<file path="config.mk">
export PLATFORM = sky130hd
export DESIGN_NAME = ahb_burst_master
export DESIGN_NICKNAME = d
export VERILOG_FILES = /design/src/rtl/ahb_burst_master.sv
export SDC_FILE = /design/constraint.sdc
export NUM_CORES = 1
export LEC_CHECK = 0
export BUFFER_PORTS_ARGS = -buffer_cell sky130_fd_sc_hd__clkbuf_2
export CAP_MARGIN = 20
export CORE_UTILIZATION = 30
export CTS_CLUSTER_DIAMETER = 30
export DETAILED_ROUTE_END_ITERATION = 8
export GPL_TIMING_DRIVEN = 0
export PLACE_DENSITY_LB_ADDON = 0.12
export SKIP_CTS_REPAIR_TIMING = 1
export SYNTH_ARGS = -nofsm -noshare
export SYNTH_HDL_FRONTEND = slang
export SYNTH_SLANG_ARGS = --single-unit
</file>
<file path="constraint.sdc">
create_clock -name hclk -period 7.9 [get_ports hclk]
set_clock_uncertainty 0.1 [all_clocks]
set_input_delay 1.185 -clock hclk [delete_from_list [all_inputs] [get_ports hclk]]
set_output_delay 1.185 -clock hclk [all_outputs]
set_load 0.03 [all_outputs]
</file>
<file path="src/rtl/ahb_burst_master.sv">
// AHB-Lite burst master: takes one SINGLE/INCR4/INCR8/INCR16 command at a time and drives the
// pipelined address/data phases, honouring slave wait states.
module ahb_burst_master #(
    parameter int unsigned ADDR_W = 32,
    parameter int unsigned DATA_W = 32
) (
    input  logic              hclk,
    input  logic              hreset,
    input  logic              cmd_valid,
    output logic              cmd_ready,
    input  logic              cmd_write,
    input  logic [ADDR_W-1:0] cmd_addr,
    input  logic [1:0]        cmd_burst,
    input  logic [2:0]        cmd_size,
    input  logic [DATA_W-1:0] wr_data,
    output logic              wr_ack,
    output logic [DATA_W-1:0] rd_data,
    output logic              rd_valid,
    output logic              done,
    output logic              cmd_err,
    input  logic              hr_readyout,
    input  logic [DATA_W-1:0] hr_data,
    output logic [ADDR_W-1:0] haddr,
    output logic [DATA_W-1:0] hwdata,
    output logic              hwrite,
    output logic              hready_in,
    output logic [1:0]        htrans,
    output logic [2:0]        hsize,
    output logic [2:0]        hburst
);

    localparam logic [2:0] MaxSize  = 3'($clog2(DATA_W / 8));
    localparam logic [1:0] TrIdle   = 2'd0;
    localparam logic [1:0] TrNonseq = 2'd2;
    localparam logic [1:0] TrSeq    = 2'd3;

    typedef enum logic [1:0] {StIdle, StAddr, StAddrData, StLastData} state_e;

    state_e            state_q;
    logic              cmd_ready_q, wr_ack_q, rd_valid_q, done_q, cmd_err_q;
    logic              hwrite_q, hready_in_q;
    logic [DATA_W-1:0] rd_data_q, hwdata_q;
    logic [ADDR_W-1:0] haddr_q;
    logic [1:0]        htrans_q;
    logic [2:0]        hsize_q, hburst_q;
    logic [3:0]        left_q;   // address phases still to issue after the one on the bus

    logic [4:0]        beats;
    logic [2:0]        hburst_map;
    logic [ADDR_W-1:0] align_mask;
    logic [12:0]       span_end;
    logic              cmd_bad;

    always_comb begin
        beats      = 5'd1;
        hburst_map = 3'd0;
        unique case (cmd_burst)
            2'd0: begin beats = 5'd1;  hburst_map = 3'd0; end
            2'd1: begin beats = 5'd4;  hburst_map = 3'd3; end
            2'd2: begin beats = 5'd8;  hburst_map = 3'd5; end
            2'd3: begin beats = 5'd16; hburst_map = 3'd7; end
        endcase
        align_mask = (ADDR_W'(1) << cmd_size) - ADDR_W'(1);
        // Last byte offset within the current 1 KB page; anything past 1023 crosses it.
        span_end   = 13'(cmd_addr[9:0]) + (13'(beats) << cmd_size) - 13'd1;
        cmd_bad    = (cmd_size > MaxSize) || ((cmd_addr & align_mask) != '0) ||
                     (span_end > 13'd1023);
    end

    always_ff @(posedge hclk or posedge hreset) begin
        if (hreset) begin
            state_q     <= StIdle;
            cmd_ready_q <= 1'b0;
            wr_ack_q    <= 1'b0;
            rd_valid_q  <= 1'b0;
            done_q      <= 1'b0;
            cmd_err_q   <= 1'b0;
            hwrite_q    <= 1'b0;
            hready_in_q <= 1'b0;
            rd_data_q   <= '0;
            hwdata_q    <= '0;
            haddr_q     <= '0;
            htrans_q    <= TrIdle;
            hsize_q     <= 3'd0;
            hburst_q    <= 3'd0;
            left_q      <= 4'd0;
        end else begin
            hready_in_q <= 1'b1;
            wr_ack_q    <= 1'b0;
            rd_valid_q  <= 1'b0;
            done_q      <= 1'b0;
            cmd_err_q   <= 1'b0;
            unique case (state_q)
                StIdle: begin
                    cmd_ready_q <= 1'b1;
                    if (cmd_valid && cmd_ready_q) begin
                        if (cmd_bad) begin
                            cmd_err_q <= 1'b1;
                        end else begin
                            state_q     <= StAddr;
                            cmd_ready_q <= 1'b0;
                            htrans_q    <= TrNonseq;
                            haddr_q     <= cmd_addr;
                            hwrite_q    <= cmd_write;
                            hsize_q     <= cmd_size;
                            hburst_q    <= hburst_map;
                            left_q      <= 4'(beats - 5'd1);
                        end
                    end
                end
                StAddr, StAddrData: begin
                    if (hr_readyout) begin
                        // In StAddrData the previous beat's data phase completes on this edge.
                        if (state_q == StAddrData && !hwrite_q) begin
                            rd_data_q  <= hr_data;
                            rd_valid_q <= 1'b1;
                        end
                        if (hwrite_q) begin
                            hwdata_q <= wr_data;
                            wr_ack_q <= 1'b1;
                        end
                        if (left_q == 4'd0) begin
                            htrans_q <= TrIdle;
                            state_q  <= StLastData;
                        end else begin
                            htrans_q <= TrSeq;
                            haddr_q  <= haddr_q + (ADDR_W'(1) << hsize_q);
                            left_q   <= left_q - 4'd1;
                            state_q  <= StAddrData;
                        end
                    end
                end
                StLastData: begin
                    if (hr_readyout) begin
                        if (!hwrite_q) begin
                            rd_data_q  <= hr_data;
                            rd_valid_q <= 1'b1;
                        end
                        done_q      <= 1'b1;
                        cmd_ready_q <= 1'b1;
                        state_q     <= StIdle;
                    end
                end
            endcase
        end
    end

    assign cmd_ready = cmd_ready_q;
    assign wr_ack    = wr_ack_q;
    assign rd_data   = rd_data_q;
    assign rd_valid  = rd_valid_q;
    assign done      = done_q;
    assign cmd_err   = cmd_err_q;
    assign haddr     = haddr_q;
    assign hwdata    = hwdata_q;
    assign hwrite    = hwrite_q;
    assign hready_in = hready_in_q;
    assign htrans    = htrans_q;
    assign hsize     = hsize_q;
    assign hburst    = hburst_q;

endmodule
</file>
# Word level (Yosys, flattened, before mapping)
# Cells that the tools add are included.
[word_totals] in_bits=106 word_cells=105 ff_bits=117 output_inout_bits=111
[classes] n_reduce_logical=20 n_mux=44 eq_ne=13 bitwise_logic=2 order_cmp=2 add_sub_neg=6 shift=3
[ops] cell="$mux 32" count=8
[ops] cell="$pmux 32 s2" count=2
[ops] cell="$shl 1x3->32 const A" count=2
[ops] cell="$add 32x32->32" count=1
[ops] cell="$and 32x32->32" count=1
[ops] cell="$reduce_bool 32->1" count=1
[ops] cell="$sub 32x2->32 const B" count=1
[ops] cell="$pmux 5 s4" count=1
[ops] cell="$mux 2" count=8
[ops] cell="$mux 4" count=4
[ops] cell="$mux 1" count=15
[ops] cell="$ne 2x2->1 const B" count=7
[ops] cell="$add 10x13->13" count=1
[ops] cell="$gt 13x10->1 const B" count=1
[ops] cell="$shl 5x3->13" count=1
[ops] cell="$sub 13x1->13 const B" count=1
[ops] cell="$pmux 3 s4" count=1
[ops] cell="$reduce_and 5->1" count=2
[ops] cell="$eq 2x2->1 const B" count=4
[ops] cell="$pmux 4 s2" count=1
[ops] cell="$reduce_and 4->1" count=2
[ops] cell="$sub 4x1->4 const B" count=2
[ops] cell="$pmux 2 s3" count=1
[ops] cell="$reduce_and 3->1" count=2
[ops] cell="13 further kinds" count=20

# Longest topological paths before layout
[logic_depth] ltp_word=10 depth_mapped=18 mapped_depth_nobuf=15

# Worst setup path after synthesis
# OpenSTA, ideal clock, no wires.
[synth_path] path_kind="input to register" startpoint="in cmd_size[1]" endpoint="reg haddr_q[0] (netlist: haddr[0])" t_required_ps=7673 path_slack_ps=2932 n_path_buf=4 t_arrival_ps=4740 setup_ps=127 stages=17 path_cell_list="buf_4 -> clkbuf_1 -> xor2_1 -> a32oi_1 -> o22a_1 -> ha_1 -> inv_1 -> ha_1 -> o21a_1 -> o21ai_0 -> a311oi_1 -> or4_4 -> a2111oi_4 -> or2_1 -> buf_6 -> buf_6 -> mux2_1"
[synth_between] elab_chain_cells=8 elab_cells_between_ends=13 cone_classes="add/sub: 3; order compare: 2; eq/ne: 1; shift: 2; bitwise: 1; reduce/logical: 4"
[synth_lines] element="from (decl)" line="14" source="input logic [2:0] cmd_size,"
[synth_lines] element="branches (longest 5 deep; another with $add 10x13->13)"
[synth_lines] element="$logic_or 1x1->1 *" line="66" source="cmd_bad = (cmd_size > MaxSize) || ((cmd_addr & align_mask) != '0) ||"
[synth_lines] element="$ne 2x2->1 (no source line) *"
[synth_lines] element="$reduce_and 5->1 (no source line) *"
[synth_lines] element="to (signal assigned)" line="103" source="haddr_q <= cmd_addr;"
[synth_lines] element="to (signal assigned)" line="127" source="haddr_q <= haddr_q + (ADDR_W'(1) << hsize_q);"
[synth_lines] element="to (decl)" line="43" source="logic [ADDR_W-1:0] haddr_q;"
# Mark *: on every way between the ends.
# A chain may end at the register's enable or synchronous reset.

# Worst setup path after layout
[layout_path] startpoint="in cmd_burst[1]" endpoint="reg haddr_q[1] (netlist: haddr[1])"
[layout_between] elab_chain_cells=9 elab_cells_between_ends=12 cone_classes="add/sub: 2; order compare: 1; eq/ne: 4; shift: 1; mux: 1; reduce/logical: 3"
[layout_lines] element="from (decl)" line="13" source="input logic [1:0] cmd_burst,"
[layout_lines] element="$eq 2x2->1, or another cell as far along" line="57" source="unique case (cmd_burst)"
[layout_lines] element="$pmux 5 s4 *" line="57"
[layout_lines] element="$shl 5x3->13 *" line="65" source="span_end = 13'(cmd_addr[9:0]) + (13'(beats) << cmd_size) - 13'd1;"
[layout_lines] element="$add 10x13->13 *" line="65"
[layout_lines] element="$sub 13x1->13 *" line="65"
[layout_lines] element="$gt 13x10->1 *" line="67" source="(span_end > 13'd1023);"
[layout_lines] element="$logic_or 1x1->1 *" line="66"
[layout_lines] element="$ne 2x2->1 (no source line) *"
[layout_lines] element="$reduce_and 5->1 (no source line) *"
# Every way passes the cells marked *; elsewhere a longest branch is shown, timed or not. The select of a mux whose other input is x is not followed.

==> impl_metrics.tcl <==
set metrics [dict create \
    fmax_mhz 191 \
    cts_tree "built" \
    drc 0 \
    crit_fanout 10 \
    grt_pass1_wl_mm 34.2 \
    rrSetupSlack_ns 4.07 \
    portBuffers 210 \
    cp-startpoint "cmd_burst[1]" \
    synthesis.area_um2 6900 \
    grt_remaining_overflow 0 \
    layout_commonest_cell "clkbuf_2" \
    cts_made_buffers 17 \
    cts_sinks 117 \
    ant_nets 0 \
    dieArea_um2 23600 \
    drv_cap 0 \
    ioPinCount 217 \
    preCtsSetupSlack_ns 2.22 \
    path_cells "clkbuf_1, buf_1, a32oi_1, o22a_1, ha_1, inv_1, ha_1, o21a_1, o21ai_0, a311oi_1, or4_4, a2111oi_4, or2_1, buf_6, buf_6, mux2_1" \
    use_met2_pct 29.7 \
    synth_seq_cells 117 \
    reg2reg_depth 14 \
    max_slew.worst_pin.slew_ns 0.828 \
    gr-usage-all-layers_pct 18.6 \
    worstSetupEndpoint "haddr[1]" \
    h-tree-depth 4 \
    worst_setup_path_end_kind "flop" \
    wl_per_cell_um 17.5 \
    die_x_um 154 \
    timing.rr.end "left_q[2]" \
    first_pass_iters 5 \
    rsz0062_at_grt "no" \
    area_growth_pct 29.7 \
    n_antenna_cell 0 \
    insertion_delay_ns 0.42 \
    seq_area_frac_synth_pct 42.5 \
    yosysWarnings 0 \
    final.setup.worst_slack_ns 2.66 \
    ir_drop_uv 162 \
    criticalPathCategory "input pin to flop" \
    syn_avg_cell_area_um2 10.0 \
    synth_top_flop_cell "dfrtp_1" \
    cts_root_buf "clkbuf_16" \
    tns_ns 0 \
    cp-start-kind "input pin" \
    final-max-slew-violation-count 0 \
    slowest_stage "a2111oi_4" \
    clkTransAtPathRegs_ns 0.06 \
    busiest_layer "met2" \
    cp.required_ns 8.10 \
    powerDensity_nw_per_um2 414 \
    worst_r2r_startpoint "state_q[0]" \
    leakagePower_nw 4.47 \
    outcome "complete, no violations" \
    syn_nets 831 \
    synth.distinct_cells 70 \
    nets 1061 \
    postSynthCellCount 687 \
    fin_crit_sh_pct 66.3 \
    core_um2 22600 \
    fin_hold_ws_ns 0.403 \
    die_h_um 154 \
    num_vias 6093 \
    use_met1_pct 23.8 \
    initial_core_util_pct 30.6 \
    wl_mm 21.2 \
    period_needed_ns 5.24 \
    synth_edf_count 0 \
    slew-limit-headroom_pct 44.6 \
    setup_viol 0 \
    avgViaCountPerCell 5.01 \
    dp_hpwl_mm 15.9 \
    grt_max_degree 69 \
    finalHoldViolations 0 \
    max_stage_delay_ns 0.68 \
    clock_path_buffers 2 \
    crit_arrival_ns 5.44 \
    antenna_found_initial 1 \
    hold_path.class "flop to flop" \
    use_met3_pct 6.29 \
    grt_pass1_vias 6206 \
    place_congestion 0.824 \
    rows 55 \
    final_cell_mix "clkbuf_2, dfrtp_1, mux2_2" \
    drtIter0Drc 294 \
    synth-async-reset-ratio_pct 100 \
    drive_gt1_share_pct 37.1 \
]
-- power by group --
part / switching, mW / leakage, nW / internal, mW / total [mW]
clock: 0.327 / 0.297 / 0.479 / 0.807
combinational: 1.23 / 2.72 / 0.662 / 1.89
sequential: 0.172 / 1.45 / 0.840 / 1.01
total: 1.73 / 4.47 / 1.98 / 3.71
-- cell type report --
| cell class | instances | area (um^2) |
|---|---|---|
| well taps | 285 | 357 |
| multi-input cells | 465 | 3540 |
| clock buffers | 17 | 425 |
| fillers | 2327 | 13600 |
| inverters | 69 | 264 |
| flip-flops and latches | 117 | 2930 |
| clock inverters | 15 | 183 |
| repair buffers | 211 | 1080 |
| plain buffers | 36 | 170 |
-- worst min-delay path by stage --
stage / startpoint / end / cells past startpoint / slack, ns
finish: hwdata[8] / hwdata[8] / 1 / 0.40
global route: rd_data[8] / rd_data[8] / 1 / 0.42
CTS: hwdata[8] / hwdata[8] / 1 / 0.41
detailed placement: hwdata[30] / hwdata[30] / 1 / 0.39
global placement: hwdata[22] / hwdata[22] / 1 / 0.39
floorplan: state_q[0] / state_q[0] / 1 / 0.38
-- synth_stat cells (4+ instances only) --
cell / number / area [um^2]
a21o_1: 11 / 82.6
mux2_2: 76 / 856
ha_1: 36 / 450
a21oi_1: 19 / 95.1
clkbuf_1: 24 / 90.1
and3_1: 4 / 25.0
nand3_1: 16 / 80.1
o21a_1: 7 / 52.6
a22oi_1: 19 / 143
o22ai_1: 19 / 119
o31ai_1: 4 / 30.0
a211oi_1: 6 / 45.0
nand4_1: 8 / 50.1
nand2_1: 38 / 143
dfrtp_1: 117 / 2930
buf_2: 4 / 20.0
nor3_1: 17 / 85.1
inv_1: 66 / 248
or3_1: 4 / 25.0
a32oi_1: 4 / 35.0
o32ai_1: 4 / 35.0
a22o_1: 9 / 78.8
o21ai_0: 56 / 280
nor2_1: 33 / 124
buf_4: 4 / 30.0
xnor2_1: 5 / 43.8
nor2b_1: 6 / 37.5
-- critical path, delay by kind of cell --
| family | cells | cell delay [ns] |
|---|---|---|
| mux | 1 | 0.33 |
| compound gates | 6 | 1.52 |
| simple gates | 2 | 0.70 |
| fa+ha+maj | 2 | 0.60 |
| buf+inv | 5 | 1.10 |
-- flip-flops by register name (all words and copies together) (netlist names), 2 cells and up --
signal   cells
hwdata      32
haddr       32
left_q       4
state_q      2
hburst       3
hsize        3
htrans       2
rd_data     32
-- cells by family (layout without fill, tap and decap cells) --
family          Yosys count  in the layout  share of synthesized area (%)
compound gates          188            188                           19.1
xor+xnor                  8              8                           1.02
fa+ha+maj                38             38                           7.11
buf+inv                 105            348                           6.22
flops                   117            117                           42.5
mux                      82             82                           13.3
other cells               1              1                         0.0544
simple gates            148            148                           10.7
-- routing by layer --
layer  wire length [um]  share of wire, %  vias up
li1                   -                 -     2952
met1               9460                45     2916
met2               9920                47      207
met3               1640               7.7       18
met4                214               1.0        0
met5                  0                 0        -
-- through the flow --
stage                     instance area, um^2  util [%]  total power [mW]  std cells
after floorplan                          6900         -              2.33        687
after global placement                   8300      36.8              2.90       1182
after detailed placement                 8340      36.9              2.91       1183
after CTS                                8940      39.6              3.74       1215
after global routing                     8940      39.6              3.95       1215
final                                    8940      39.6              3.71       1215
Note: power is estimated with default switching activity, not from simulation.
